<file path="src/rtl/mips_control_ifid_immediate_sequencer.sv">
// IF/ID stage: decodes opcode into immediate extend/shift control and forms the 32-bit immediate.
// Latency: one cycle from accept to outputs when the buffer is empty or popping that cycle.
// Backpressure: a 2-entry skid buffer; inReady is registered ("not full"), and flush empties both entries.
module mips_control_ifid_immediate_sequencer #(
  parameter bit BRANCH_SHIFT          = 1'b1,
  parameter bit DECODE_DEFAULT_SIGNED = 1'b1
) (
  input  logic        clock,
  input  logic        resetN,
  input  logic        inValid,
  output logic        inReady,
  input  logic [31:0] inInstr,
  input  logic        flush,
  output logic        outValid,
  input  logic        outReady,
  output logic [31:0] outInstr,
  output logic [2:0]  outControl,
  output logic [31:0] outImm,
  output logic        outHasImm
);

  typedef enum logic [1:0] {
    ST_EMPTY = 2'd0,
    ST_ONE   = 2'd1,
    ST_TWO   = 2'd2
  } state_e;

  // One buffered word together with its decode, so the head never needs re-decoding.
  typedef struct packed {
    logic [31:0] instr;
    logic [2:0]  ctrl;
    logic [31:0] imm;
    logic        has_imm;
  } entry_t;

  localparam entry_t ENTRY_RST = '{instr: 32'h0, ctrl: 3'b100, imm: 32'h0, has_imm: 1'b0};

  state_e state_q, state_d;
  entry_t head_q, head_d;
  entry_t tail_q, tail_d;

  logic        accept;
  logic        pop;
  logic [5:0]  opcode;
  logic        ext_signed;
  logic [1:0]  shift_sel;
  logic        has_imm;
  logic [31:0] imm_ext;
  logic [31:0] imm_shifted;
  entry_t      in_entry;

  // Ready/valid are pure functions of the registered occupancy.
  assign inReady  = (state_q != ST_TWO);
  assign outValid = (state_q != ST_EMPTY);
  assign accept   = inValid & inReady;
  assign pop      = outValid & outReady;

  assign outInstr   = head_q.instr;
  assign outControl = head_q.ctrl;
  assign outImm     = head_q.imm;
  assign outHasImm  = head_q.has_imm;

  assign opcode = inInstr[31:26];

  // Opcode -> {extend, shift, has_imm} for the incoming word.
  always_comb begin
    ext_signed = DECODE_DEFAULT_SIGNED;
    shift_sel  = 2'd0;
    has_imm    = 1'b0;
    case (opcode)
      6'h08, 6'h09, 6'h0A, 6'h0B: begin
        ext_signed = 1'b1;
        has_imm    = 1'b1;
      end
      6'h0C, 6'h0D, 6'h0E: begin
        ext_signed = 1'b0;
        has_imm    = 1'b1;
      end
      6'h0F: begin
        ext_signed = 1'b0;
        shift_sel  = 2'd2;
        has_imm    = 1'b1;
      end
      6'h01, 6'h04, 6'h05, 6'h06, 6'h07: begin
        ext_signed = 1'b1;
        shift_sel  = BRANCH_SHIFT ? 2'd1 : 2'd0;
        has_imm    = 1'b1;
      end
      6'h20, 6'h21, 6'h22, 6'h23, 6'h24, 6'h25, 6'h26,
      6'h28, 6'h29, 6'h2A, 6'h2B: begin
        ext_signed = 1'b1;
        has_imm    = 1'b1;
      end
      default: begin
        ext_signed = DECODE_DEFAULT_SIGNED;
      end
    endcase
  end

  // Extend then shift; the reserved shift code passes the extended value through.
  always_comb begin
    imm_ext = ext_signed ? {{16{inInstr[15]}}, inInstr[15:0]} : {16'h0, inInstr[15:0]};
    case (shift_sel)
      2'd1:    imm_shifted = imm_ext << 2;
      2'd2:    imm_shifted = imm_ext << 16;
      default: imm_shifted = imm_ext;
    endcase
    in_entry = '{instr: inInstr, ctrl: {ext_signed, shift_sel}, imm: imm_shifted, has_imm: has_imm};
  end

  // Occupancy FSM and entry movement; flush wins over any same-cycle accept or pop.
  always_comb begin
    state_d = state_q;
    head_d  = head_q;
    tail_d  = tail_q;
    if (flush) begin
      state_d = ST_EMPTY;
    end else begin
      case (state_q)
        ST_EMPTY: begin
          if (accept) begin
            head_d  = in_entry;
            state_d = ST_ONE;
          end
        end
        ST_ONE: begin
          if (accept && pop) begin
            head_d = in_entry;
          end else if (accept) begin
            tail_d  = in_entry;
            state_d = ST_TWO;
          end else if (pop) begin
            state_d = ST_EMPTY;
          end
        end
        ST_TWO: begin
          if (pop) begin
            head_d  = tail_q;
            state_d = ST_ONE;
          end
        end
        default: begin
          state_d = ST_EMPTY;
        end
      endcase
    end
  end

  // State and entry registers; reset restores the documented idle output values.
  always_ff @(posedge clock or negedge resetN) begin
    if (!resetN) begin
      state_q <= ST_EMPTY;
      head_q  <= ENTRY_RST;
      tail_q  <= ENTRY_RST;
    end else begin
      state_q <= state_d;
      head_q  <= head_d;
      tail_q  <= tail_d;
    end
  end

endmodule

</file>
<file path="config.mk">
export PLATFORM = sky130hd
export DESIGN_NAME = mips_control_ifid_immediate_sequencer
export DESIGN_NICKNAME = d
export VERILOG_FILES = /design/src/rtl/mips_control_ifid_immediate_sequencer.sv
export SDC_FILE = /design/constraint.sdc
export NUM_CORES = 1
export LEC_CHECK = 0
export BUFFER_PORTS_ARGS = -buffer_cell sky130_fd_sc_hd__buf_4
export CAP_MARGIN = 20
export CORE_ASPECT_RATIO = 1.4
export CORE_MARGIN = 4
export CORE_UTILIZATION = 43
export CTS_BUF_LIST = sky130_fd_sc_hd__clkbuf_4
export DETAILED_ROUTE_END_ITERATION = 6
export HOLD_SLACK_MARGIN = 0.05
export PLACE_DENSITY = 0.73
export SKIP_CTS_REPAIR_TIMING = 1
export SLEW_MARGIN = 10
export SYNTH_ARGS = -nofsm -noshare
export SYNTH_HDL_FRONTEND = slang
export SYNTH_SLANG_ARGS = --single-unit
export TNS_END_PERCENT = 100
</file>
<file path="constraint.sdc">
create_clock -name clock -period 2.95 [get_ports clock]
set_input_delay 0.295 -clock clock [delete_from_list [all_inputs] [get_ports clock]]
set_output_delay 0.295 -clock clock [all_outputs]
set_load 0.05 [all_outputs]
</file>
* Word level (Yosys, flattened, before mapping)
Cells that the tools add are included. Widths: inputs -> output; s select.
Cells by class: eq/ne operators 36, muxes and demuxes 16, bitwise gates (word level) 4, reductions and logical operators 10
Operators with widths (number):
- $mux 68 | 3
- $pmux 68 s3 | 1
- $eq 6x6->1 const B | 11
- $pmux 32 s2 | 1
- $eq 6x4->1 const B | 8
- $mux 32 | 1
- $eq 6x3->1 const B | 4
- $reduce_or 24->1 | 1
- $mux 2 | 6
- $ne 3x3->1 const B | 3
- $ne 2x2->1 const B | 4
- $reduce_and 4->1 | 2
- $eq 6x1->1 const B | 1
- $pmux 2 s3 | 1
- $reduce_and 5->1 | 1
- $reduce_or 5->1 | 1
- $eq 2x1->1 const B | 2
- $eq 2x2->1 const B | 2
- $ne 4x4->1 const B | 1
- $pmux 2 s2 | 1
- $reduce_or 4->1 | 1
- $reduce_bool 3->1 | 1
- $and 1x1->1 | 2
- $logic_not 2->1 | 1
- 4 further kinds | 6
Storage, ports and cells: bits in registers 138, output and inout bits 70

* Longest topological paths before layout
Gate-level depths: netlist of run 1.
depth after elaboration 7, gate-level depth with buffers 11, depth with buffers taken out 8

* Least setup slack after synthesis of run 1
OpenSTA, ideal clock, no wires.
path kind input to register, from input port inInstr[26], to register head_q (netlist bit outImm[11]), setup time 65 ps, arrival 2176 ps, required time 2885 ps, path slack 709 ps, stages on the path 10, path buffers 2, cell sequence nor2b_1 > o21ai_0 > inv_1 > ha_1 > clkbuf_1 > nor2b_1 > clkbuf_1 > a22oi_1 > a211oi_1 > a21o_1
On the way: word-level cells in the longest chain between the ends 7, elaborated cells on any way between the ends 14, those cells by class eq/ne (8); mux (5); reduce/logical (1)
Ends and longest elaborated chain:
- start: declaration | line 12 | input logic [31:0] inInstr,
- $eq 6x1->1 or $eq 6x3->1 (tied branches) | line 70 | case (opcode)
- $reduce_or 5->1
- $pmux 2 s2 * | line 70
- $eq 2x2->1 or $eq 2x1->1 (tied branches) | line 103 | case (shift_sel)
- $pmux 32 s2 * | line 103
- $mux 68 (on tied branches) | line 127, 121
- $pmux 68 s3 * | line 119 | case (state_q)
- end signal: assignment | line 153 | head_q <= ENTRY_RST;
- end signal: assignment | line 157 | head_q <= head_d;
- end: declaration | line 39 | entry_t head_q, head_d;
Every way passes the cells marked *; elsewhere a longest branch is shown, timed or not. The select of a mux whose other input is x is not followed. A chain may end at the register's enable or synchronous reset.

* Worst setup path in the final report of run 1
from input port inInstr[27], to register head_q (netlist bit outImm[15])
The elaborated chain is that of the path after synthesis.

==> flow_summary.toml, run 1 <==
[floorplan]
die-height_um = 150.6
start_util_pct = 44.27
core_area_sq_mm = 0.01410
die_w_um = 109.8
dieArea_sq_mm = 0.01654
num_rows = 51
io-pin-count = 107

[hold_path]
worstHoldPathCells = 4
min-delay-path-class = "input port to register"

[outcome]
outcome = "completed"

[cts]
cts_tree = "done"
clk_latency_ns = 0.53
cts_buffers = 17
htreeDepth = 4
cts_buffer_depth = 2
clk_pin_slew_ns = 0.11
clock_sinks = 138
root_buffer = "clkbuf_4"

[setup_path]
endpoint_kind = "register"
cp.arrival_ns = 3.13
crit_path_cell_trace = "dlygate4sd3_1 -> buf_4 -> nor2b_1 -> o21ai_0 -> inv_1 -> ha_1 -> nor2b_1 -> a21boi_0 -> a211oi_1 -> a21o_1"
critPathMostFrequentCell = "nor2b_1"
r2r_cells = 5
max_stage_delay_ns = 0.78
worstSetupPathType = "input port to register"
cp_max_fo = 13
crit_slowest_cell = "nor2b_1"
startpoint_type = "input port"
worstPathRequired_ns = 3.42

[synth]
synth_top_family_by_area = "simple AND/OR/NAND/NOR gates"
synth-seq-cells = 138
synthMuxAreaShare_pct = 0.3206
synth_edf_count = 0
synthArstFlopShare_pct = 100.0
yosys_warnings = 0
ys.flop_type = "dfrtp_1"
syn_nets = 735
synth_fa_ha_area_share_pct = 0.6012
syn_area_per_cell_sq_um = 8.983
yosysSeqAreaShare_pct = 55.35
synth_simple_gate_area_share_pct = 20.28
ys_types = 42
synthCells = 695
synthXorXnorAreaFrac_pct = 0
synthesis.area_sq_mm = 0.006243
synth_compound_area_share_pct = 18.38

[sta]
rsz0062_at_grt = "no"
relSlewSlack_pct = 37.67
tns_ns = 0
skew_ns = 0.01546
setup_viol = 0
fin_crit_ns = 2.658
finalHoldViolations = 0
slew_violations = 0
fin_crit_sh_pct = 90.09
tightest_slew_ns = 0.9330
max_freq_mhz = 376.3

[final_layout]
final_cells = 1017
nNetsFinal = 858
drive_above_1_share_pct = 19.74
syn_to_final_growth_pct = 25.23
fin_area_sq_mm = 0.007819

[placement]
dpl.cell_count = 948
portBuffers = 106
placed_cell_area_sq_mm = 0.007163
place_hpwl_um = 10870
gp_congestion = 0.8201

[power]
seq_power_share_pct = 46.2
clockPowerShare_pct = 23.2
power.internal_mw = 3.469
ir_worst_vdd_v = 0.0002873
leakage_nw = 3.797
switchingPower_mw = 2.047
p_per_area_mw_per_mm2 = 705.4
power_mw = 5.516
combPwrFrac_pct = 30.6
switching_share_pct = 37.11

[routing]
first_iter_violations = 385
drc = 0
viasPerCell = 5.327
ant_nets = 0
drt_first_pass_iters = 5
wl_per_cell_um = 16.63
drt-total-wl_um = 16910
vias = 5418

[job]
max_cap_violations = 0

[grt]
grt_start_max_net_pins = 74
grt_pass1_vias = 5006
track_usage_pct = 20.74
overflow = 0
antenna_found_initial = 1
grt_pass1_wl_um = 26540
[cell type report]
cell class | instances | area [sq um]
Clock inverter | 13 | 152.6
Clock buffer | 19 | 142.6
Tap cell | 185 | 231.5
Antenna cell | 1 | 2.502
Multi-Input combinational cell | 496 | 2485
Sequential cell | 138 | 3456
Fill cell | 1250 | 6284
Inverter | 5 | 18.77
Timing Repair Buffer | 160 | 1330
[power by group through the flow]
stage	Sequential, mW	Combinational (mW)	Clock (mW)
6_report	2.55	1.69	1.28
5_1_grt	2.60	1.82	1.39
4_1_cts	2.55	1.66	1.31
3_5_place_dp	2.58	1.66	0
3_3_place_gp	2.58	1.63	0
2_1_floorplan	3.15	0.520	0
[cells in the final DEF, fill, tap and decap left out, types with 19 or more instances in the layout]
cell type	instances
a21oi_1	21
a31oi_1	50
buf_4	121
clkbuf_4	19
dfrtp_1	136
dlygate4sd3_1	35
nand2_1	206
nand3_1	21
nor2_1	69
o21ai_0	39
[cells in the mapped netlist, types with 2 or more instances]
cell type	instances	area (sq um)
nand3_1	22	110.1
a21oi_1	21	105.1
nand2_1	206	773.2
o21a_1	2	15.01
o31ai_1	2	15.01
ha_1	3	37.54
a22oi_1	13	97.59
buf_2	19	95.09
nor3_1	2	10.01
o21ai_0	39	195.2
a21o_1	15	112.6
a31oi_1	50	312.8
nor2b_1	5	31.28
buf_6	8	90.09
dfstp_2	2	52.55
inv_1	4	15.01
nor2_1	69	259.0
mux2i_1	2	20.02
a22o_1	14	122.6
dfrtp_1	136	3403
clkbuf_1	27	101.4
a211oi_1	14	105.1
[registers in the layout (all words and copies together) (netlist names)]
name,cells
tail_q,68
outImm,32
outInstr,32
outControl,3
state_q,2
outHasImm,1
[cells by family (layout without fill, tap and decap cells)]
kind of cell,after synthesis,count (layout)
AOI/OAI and AO/OA,177,177
adders and majority gates,3,3
muxes,2,2
DFF,138,138
buffers and inverters,61,197
other,0,1
and+or+nand+nor,314,314
[per-layer routing]
metal  GRT usage [%]  vias to the layer above  part of all wire (%)
li1                -                     2628                     -
met1           26.39                     2599                    40
met2           34.72                      168                    53
met3           4.376                       23                   5.5
met4           7.236                        0                   1.6
met5               0                        -                     0
[path summary, 6_finish.rpt]
kind                                   from      endpoint  slack (ns)
max in group asynchronous            resetN    outImm[16]        1.86
worst min register to register   tail_q[65]    tail_q[65]        0.49
worst max register to register   state_q[0]     outImm[6]        0.82
min in group asynchronous            resetN  outInstr[20]        0.29
worst min-delay path            inInstr[28]     tail_q[0]        0.13
worst max-delay path            inInstr[27]    outImm[15]        0.29
[metrics by stage]
stage / setup slack, ns / hold slack, ns / utilization (%)
after floorplan: 0.7090 / -0.0005911 / -
after global placement: 0.09140 / 0.3427 / 50.79
after detailed placement: 0.05297 / 0.3388 / 50.79
after CTS: 0.6514 / -0.2693 / 52.89
after global routing: 0.04447 / 0.1118 / 55.44
final: 0.2923 / 0.1277 / 55.44
[worst max-delay path: cells and delay by family]
kind | cells | cell delay (ns)
adders and majority gates | 1 | 0.42
and+or+nand+nor | 2 | 0.83
buffers and inverters | 3 | 0.73
AOI/OAI and AO/OA | 4 | 0.85
Power figures use the tool's default switching activity.
==> run 2: changes to the inputs <==
ABC_AREA = 1   (was unset)
CORE_MARGIN = 5   (was 4)
==> flow_summary.toml, run 2 <==
[sta]
max_freq_mhz = 427.1
skew_ns = 0.02075
tightest_slew_ns = 0.9134
worst_slack_ns = 0.6087
fin_crit_sh_pct = 79.36
slew_violations = 0
fin_crit_ns = 2.341
relSlewSlack_pct = 39.11
rsz0062_at_grt = "no"
setup_viol = 0
hold_ws_ns = 0.07738
finalHoldViolations = 0
tns_ns = 0

[hold_path]
min_to = "tail_q[51]"
hp-start = "inInstr[15]"
min-delay-path-class = "input port to register"
worstHoldPathCells = 3

[power]
power_mw = 6.769
combPwrFrac_pct = 36.0
switching_share_pct = 41.46
clockPowerShare_pct = 20.9
power.internal_mw = 3.963
switchingPower_mw = 2.807
p_per_area_mw_per_mm2 = 853.9
ir_worst_vdd_v = 0.0004073
leakage_nw = 4.469
seq_power_share_pct = 43.1

[routing]
wl_per_cell_um = 14.36
viasPerCell = 4.880
drt-total-wl_um = 17210
first_iter_violations = 423
ant_nets = 0
drt_first_pass_iters = 5
vias = 5846
drc = 0

[final_layout]
final_cells = 1198
final_cell_mix = "nand2_1, dfrtp_1, buf_4, o21ai_0, nor2_1"
fin_area_sq_mm = 0.007928
drive_above_1_share_pct = 15.72
utilization_pct = 52.90
regMostFlops = "tail_q"
largest_reg_flops = 68
nNetsFinal = 1032
layout_commonest_cell = "nand2_1"
fillers = 1453
syn_to_final_growth_pct = 21.45

[floorplan]
die_w_um = 114.1
start_util_pct = 43.55
io-pin-count = 107
core_area_sq_mm = 0.01499
die-height_um = 155.8
dieArea_sq_mm = 0.01778
num_rows = 53

[cts]
cts_tree = "done"
clk_pin_slew_ns = 0.12
cts_buffers = 17
root_buffer = "clkbuf_4"
cts_buffer_depth = 2
htreeDepth = 4
clk_latency_ns = 0.55
clock_sinks = 138

[synth]
ys.flop_type = "dfrtp_1"
synth-seq-cells = 138
synth.area.top_cells = "dfrtp_1, nand2_1, o21ai_0"
synth_top_area_share_pct = 52.14
synth_edf_count = 0
synthArstFlopShare_pct = 100.0
yosys_warnings = 0
synthCells = 889
syn_nets = 929
syn_area_per_cell_sq_um = 7.343
synth_largest_area_cell = "dfrtp_1"
synth_commonest_cells = "nand2_1, dfrtp_1, o21ai_0, nor2_1, inv_1"
synth.most_common_cell = "nand2_1"
ys_types = 20
synthesis.area_sq_mm = 0.006528
yosysSeqAreaShare_pct = 52.94

[placement]
place_hpwl_um = 11480
dpl.cell_count = 1150
place_worst_setup_slack_ns = 0.4291
gp_congestion = 0.8323
placed_cell_area_sq_mm = 0.007450
portBuffers = 106

[setup_path]
cp.arrival_ns = 2.82
cp_max_fo = 14
r2r_end = "state_q[1]"
r2r_cells = 5
endpoint_kind = "register"
r2r_slack_ns = 0.64
r2r-start = "state_q[0]"
startpoint_type = "input port"
worstPathRequired_ns = 3.43
worstSetupPathType = "input port to register"

[outcome]
outcome = "completed"

[grt]
track_usage_pct = 20.05
overflow = 0
grt_pass1_wl_um = 28510
grt_start_max_net_pins = 91
antenna_found_initial = 1
grt_pass1_vias = 5611

[job]
max_cap_violations = 0
run 2: changes by cell type after synthesis, moves of 14 or more:
cell / delta
a21o_1: -15
a31oi_1: -50
o21ai_0: +49
nor2_1: -22
nand2_1: +282
a22o_1: -14
inv_1: +40
a211oi_1: -14
a21oi_1: -21
run 2: logic make-up after synthesis:
| logic type | share of synthesized area (%) |
|---|---|
| buffers and inverters | 6.326 |
| AOI/OAI and AO/OA | 7.342 |
| DFF | 52.94 |
| and+or+nand+nor | 32.82 |
| adders and majority gates | 0.5751 |
run 2: layer usage:
layer  part of all wire, %  up-vias  track usage [%]  routed length, um
met4                   1.7        0            6.508                284
met5                     0        -                0                  0
li1                      -     2932                -                  -
met3                   6.8       21            3.997               1162
met1                    43     2700            27.04               7373
met2                    49      193            32.52               8388
run 2: power groups by stage:
stage / Combinational [mW] / Sequential, mW / Clock (mW)
finish: 2.44 / 2.92 / 1.41
global route: 2.67 / 3.00 / 1.53
CTS: 2.45 / 2.92 / 1.44
detailed placement: 2.45 / 2.95 / 0
global placement: 2.41 / 2.94 / 0
floorplan: 0.791 / 3.79 / 0
run 2: layout make-up:
cell class / count / area (sq um) / area share (%)
diodes: 1 / 2.502 / 0.03157
clock buffers: 17 / 127.6 / 1.610
clock inverters: 15 / 197.7 / 2.494
inverters: 48 / 180.2 / 2.273
multi-input cells: 655 / 2666 / 33.63
flip-flops and latches: 138 / 3456 / 43.59
well taps: 192 / 240.2 / 3.030
repair buffers: 132 / 1057 / 13.34
run 2: critical path, stage by stage:
cell and delay (ns):
dlygate4sd3_1 0.52, buf_4 0.14, nand3_1 0.17, nor2_1 0.18, inv_1 0.09, ha_1 0.33, inv_1 0.10, nand2_1 0.25
o21ai_0 0.46, nand2_1 0.09, nand2_1 0.07, nand2_1 0.05, nand2_1 0.07
run 2: how the worst max path moves through the flow:
stage                      startpoint    endpoint  slack (ns)  cells after the start
final                     inInstr[28]   outImm[7]        0.61                     13
after global placement    inInstr[31]   outImm[7]        0.50                     13
after floorplan           inInstr[31]  outImm[12]        0.91                     14
after CTS                  state_q[0]  outImm[16]        0.71                      8
after global routing      inInstr[28]   outImm[7]        0.44                     13
after detailed placement  inInstr[31]   outImm[7]        0.43                     13
==> run 3: changes to the inputs <==
clock period = 2.35 ns   (was 2.95 ns; I/O delays follow)
==> flow_summary.toml, run 3 (synthesis results as in run 2) <==
[final_layout]
final_cell_mix = "nand2_1, dfrtp_1, buf_4, o21ai_0, nor2_1"
fillers = 1441
ff_latch_area_sq_mm = 0.003456
drive_above_1_share_pct = 15.94
syn_to_final_growth_pct = 25.42
layout_commonest_cell = "nand2_1"
multi_input_area_sq_mm = 0.002666
regMostFlops = "tail_q"
nNetsFinal = 1056
largest_reg_flops = 68

[job]
max_cap_violations = 0

[floorplan]
die-height_um = 155.8
num_rows = 53
core_area_sq_mm = 0.01499
start_util_pct = 43.55
dieArea_sq_mm = 0.01778
die_w_um = 114.1
io-pin-count = 107

[setup_path]
cp.arrival_ns = 2.57
startpoint_type = "input port"
max_stage_delay_ns = 0.53
endpoint_kind = "register"
critPathMostFrequentCell = "nand2_1"
cp_max_fo = 14
crit_slowest_cell = "dlygate4sd3_1"
crit_path_cell_trace = "dlygate4sd3_1 -> buf_4 -> nand2_1 -> nand2_1 -> nand2_1 -> inv_1 -> ha_1 -> inv_1 -> nand2_1 -> o21ai_0 -> nand2_1 -> nand2_1 -> nand2_1 -> nand2_1"
worstSetupPathType = "input port to register"
worstPathRequired_ns = 2.82

[cts]
cts_buffers = 17
cts_tree = "done"
htreeDepth = 4
cts_buffer_depth = 2
clk_latency_ns = 0.54
root_buffer = "clkbuf_4"
clock_sinks = 138
clk_pin_slew_ns = 0.13

[placement]
gp_congestion = 0.8533
portBuffers = 106
place_hpwl_um = 11910

[sta]
slew_violations = 0
hold_ws_ns = 0.06176
tns_ns = 0
max_freq_mhz = 476.1
rsz0062_at_grt = "no"
tightest_slew_ns = 0.9247
relSlewSlack_pct = 38.35
fin_crit_sh_pct = 89.39
finalHoldViolations = 0
fin_crit_ns = 2.101
skew_ns = 0.02405
setup_viol = 0

[power]
p_per_area_mw_per_mm2 = 1033
ir_worst_vdd_v = 0.0005728
leakage_nw = 4.570
power_mw = 8.458

[routing]
ant_nets = 0
first_iter_violations = 428
drt_first_pass_iters = 5
drc = 0
vias = 5949
drt-total-wl_um = 17690
viasPerCell = 4.868
wl_per_cell_um = 14.48

[grt]
grt_pass1_vias = 5517
antenna_found_initial = 1
grt_start_max_net_pins = 87
track_usage_pct = 20.41
grt_pass1_wl_um = 28630
overflow = 0

[outcome]
outcome = "completed"

[hold_path]
min-delay-path-class = "input port to register"
==> run 3: changes by cell type in the layout (fill, tap and decap cells not counted), moves of 2 or more <==
cell / change
buf_12: +4
clkinv_4: -2
clkinvlp_4: +3
dlygate4sd3_1: +19
==> run 3: path summary, 6_finish.rpt <==
path / cells past startpoint / to / slack (ns) / startpoint
setup / recovery: 14 / outImm[4] / 0.25 / inInstr[26]
hold / removal: 4 / state_q[0] / 0.06 / inValid
setup reg to reg: 8 / outImm[17] / 0.46 / state_q[1]
hold reg to reg: 2 / outInstr[9] / 0.49 / outInstr[9]
max in group asynchronous: 3 / tail_q[8] / 1.35 / resetN
min in group asynchronous: 2 / outInstr[22] / 0.25 / resetN
==> run 3: critical path, delay by kind of cell <==
| family | cells | cell delay (ns) |
|---|---|---|
| AND/OR/NAND/NOR | 8 | 0.81 |
| adder cells (fa/ha/maj) | 1 | 0.32 |
| buffers and inverters | 4 | 0.83 |
| AO/OA/AOI/OAI | 1 | 0.36 |
==> run 3: layer usage <==
layer	GRT usage, %	vias to the layer above	part of all wire [%]
met5	0	-	0
met4	8.489	0	3.1
met3	4.385	30	6.2
met2	31.91	197	48
met1	27.59	2747	43
li1	-	2975	-
==> run 3: layout make-up <==
type                    instances  area share [%]
diodes                          1         0.03057
clock buffers                  18           1.651
clock inverters                14           2.094
inverters                      48           2.201
multi-input cells             655           32.57
flip-flops and latches        138           42.21
well taps                     192           2.934
repair buffers                156           16.31
==> run 3: metrics by stage <==
step	utilization, %	setup slack, ns	cell area (sq um)	std cells
CTS	52.34	0.3038	7844	1187
detailed placement	50.29	0.1371	7537	1155
finish	54.63	0.2494	8187	1222
global route	54.63	0.02437	8187	1222
global placement	50.29	0.1548	7537	1155
floorplan	-	0.3699	6528	889
==> run 3: power by group <==
| group | internal (mW) | leakage (nW) | switching (mW) | total, mW |
|---|---|---|---|---|
| clock network | 0.756 | 0.154 | 0.924 | 1.68 |
| logic | 0.967 | 2.68 | 2.14 | 3.10 |
| registers | 3.20 | 1.73 | 0.475 | 3.67 |
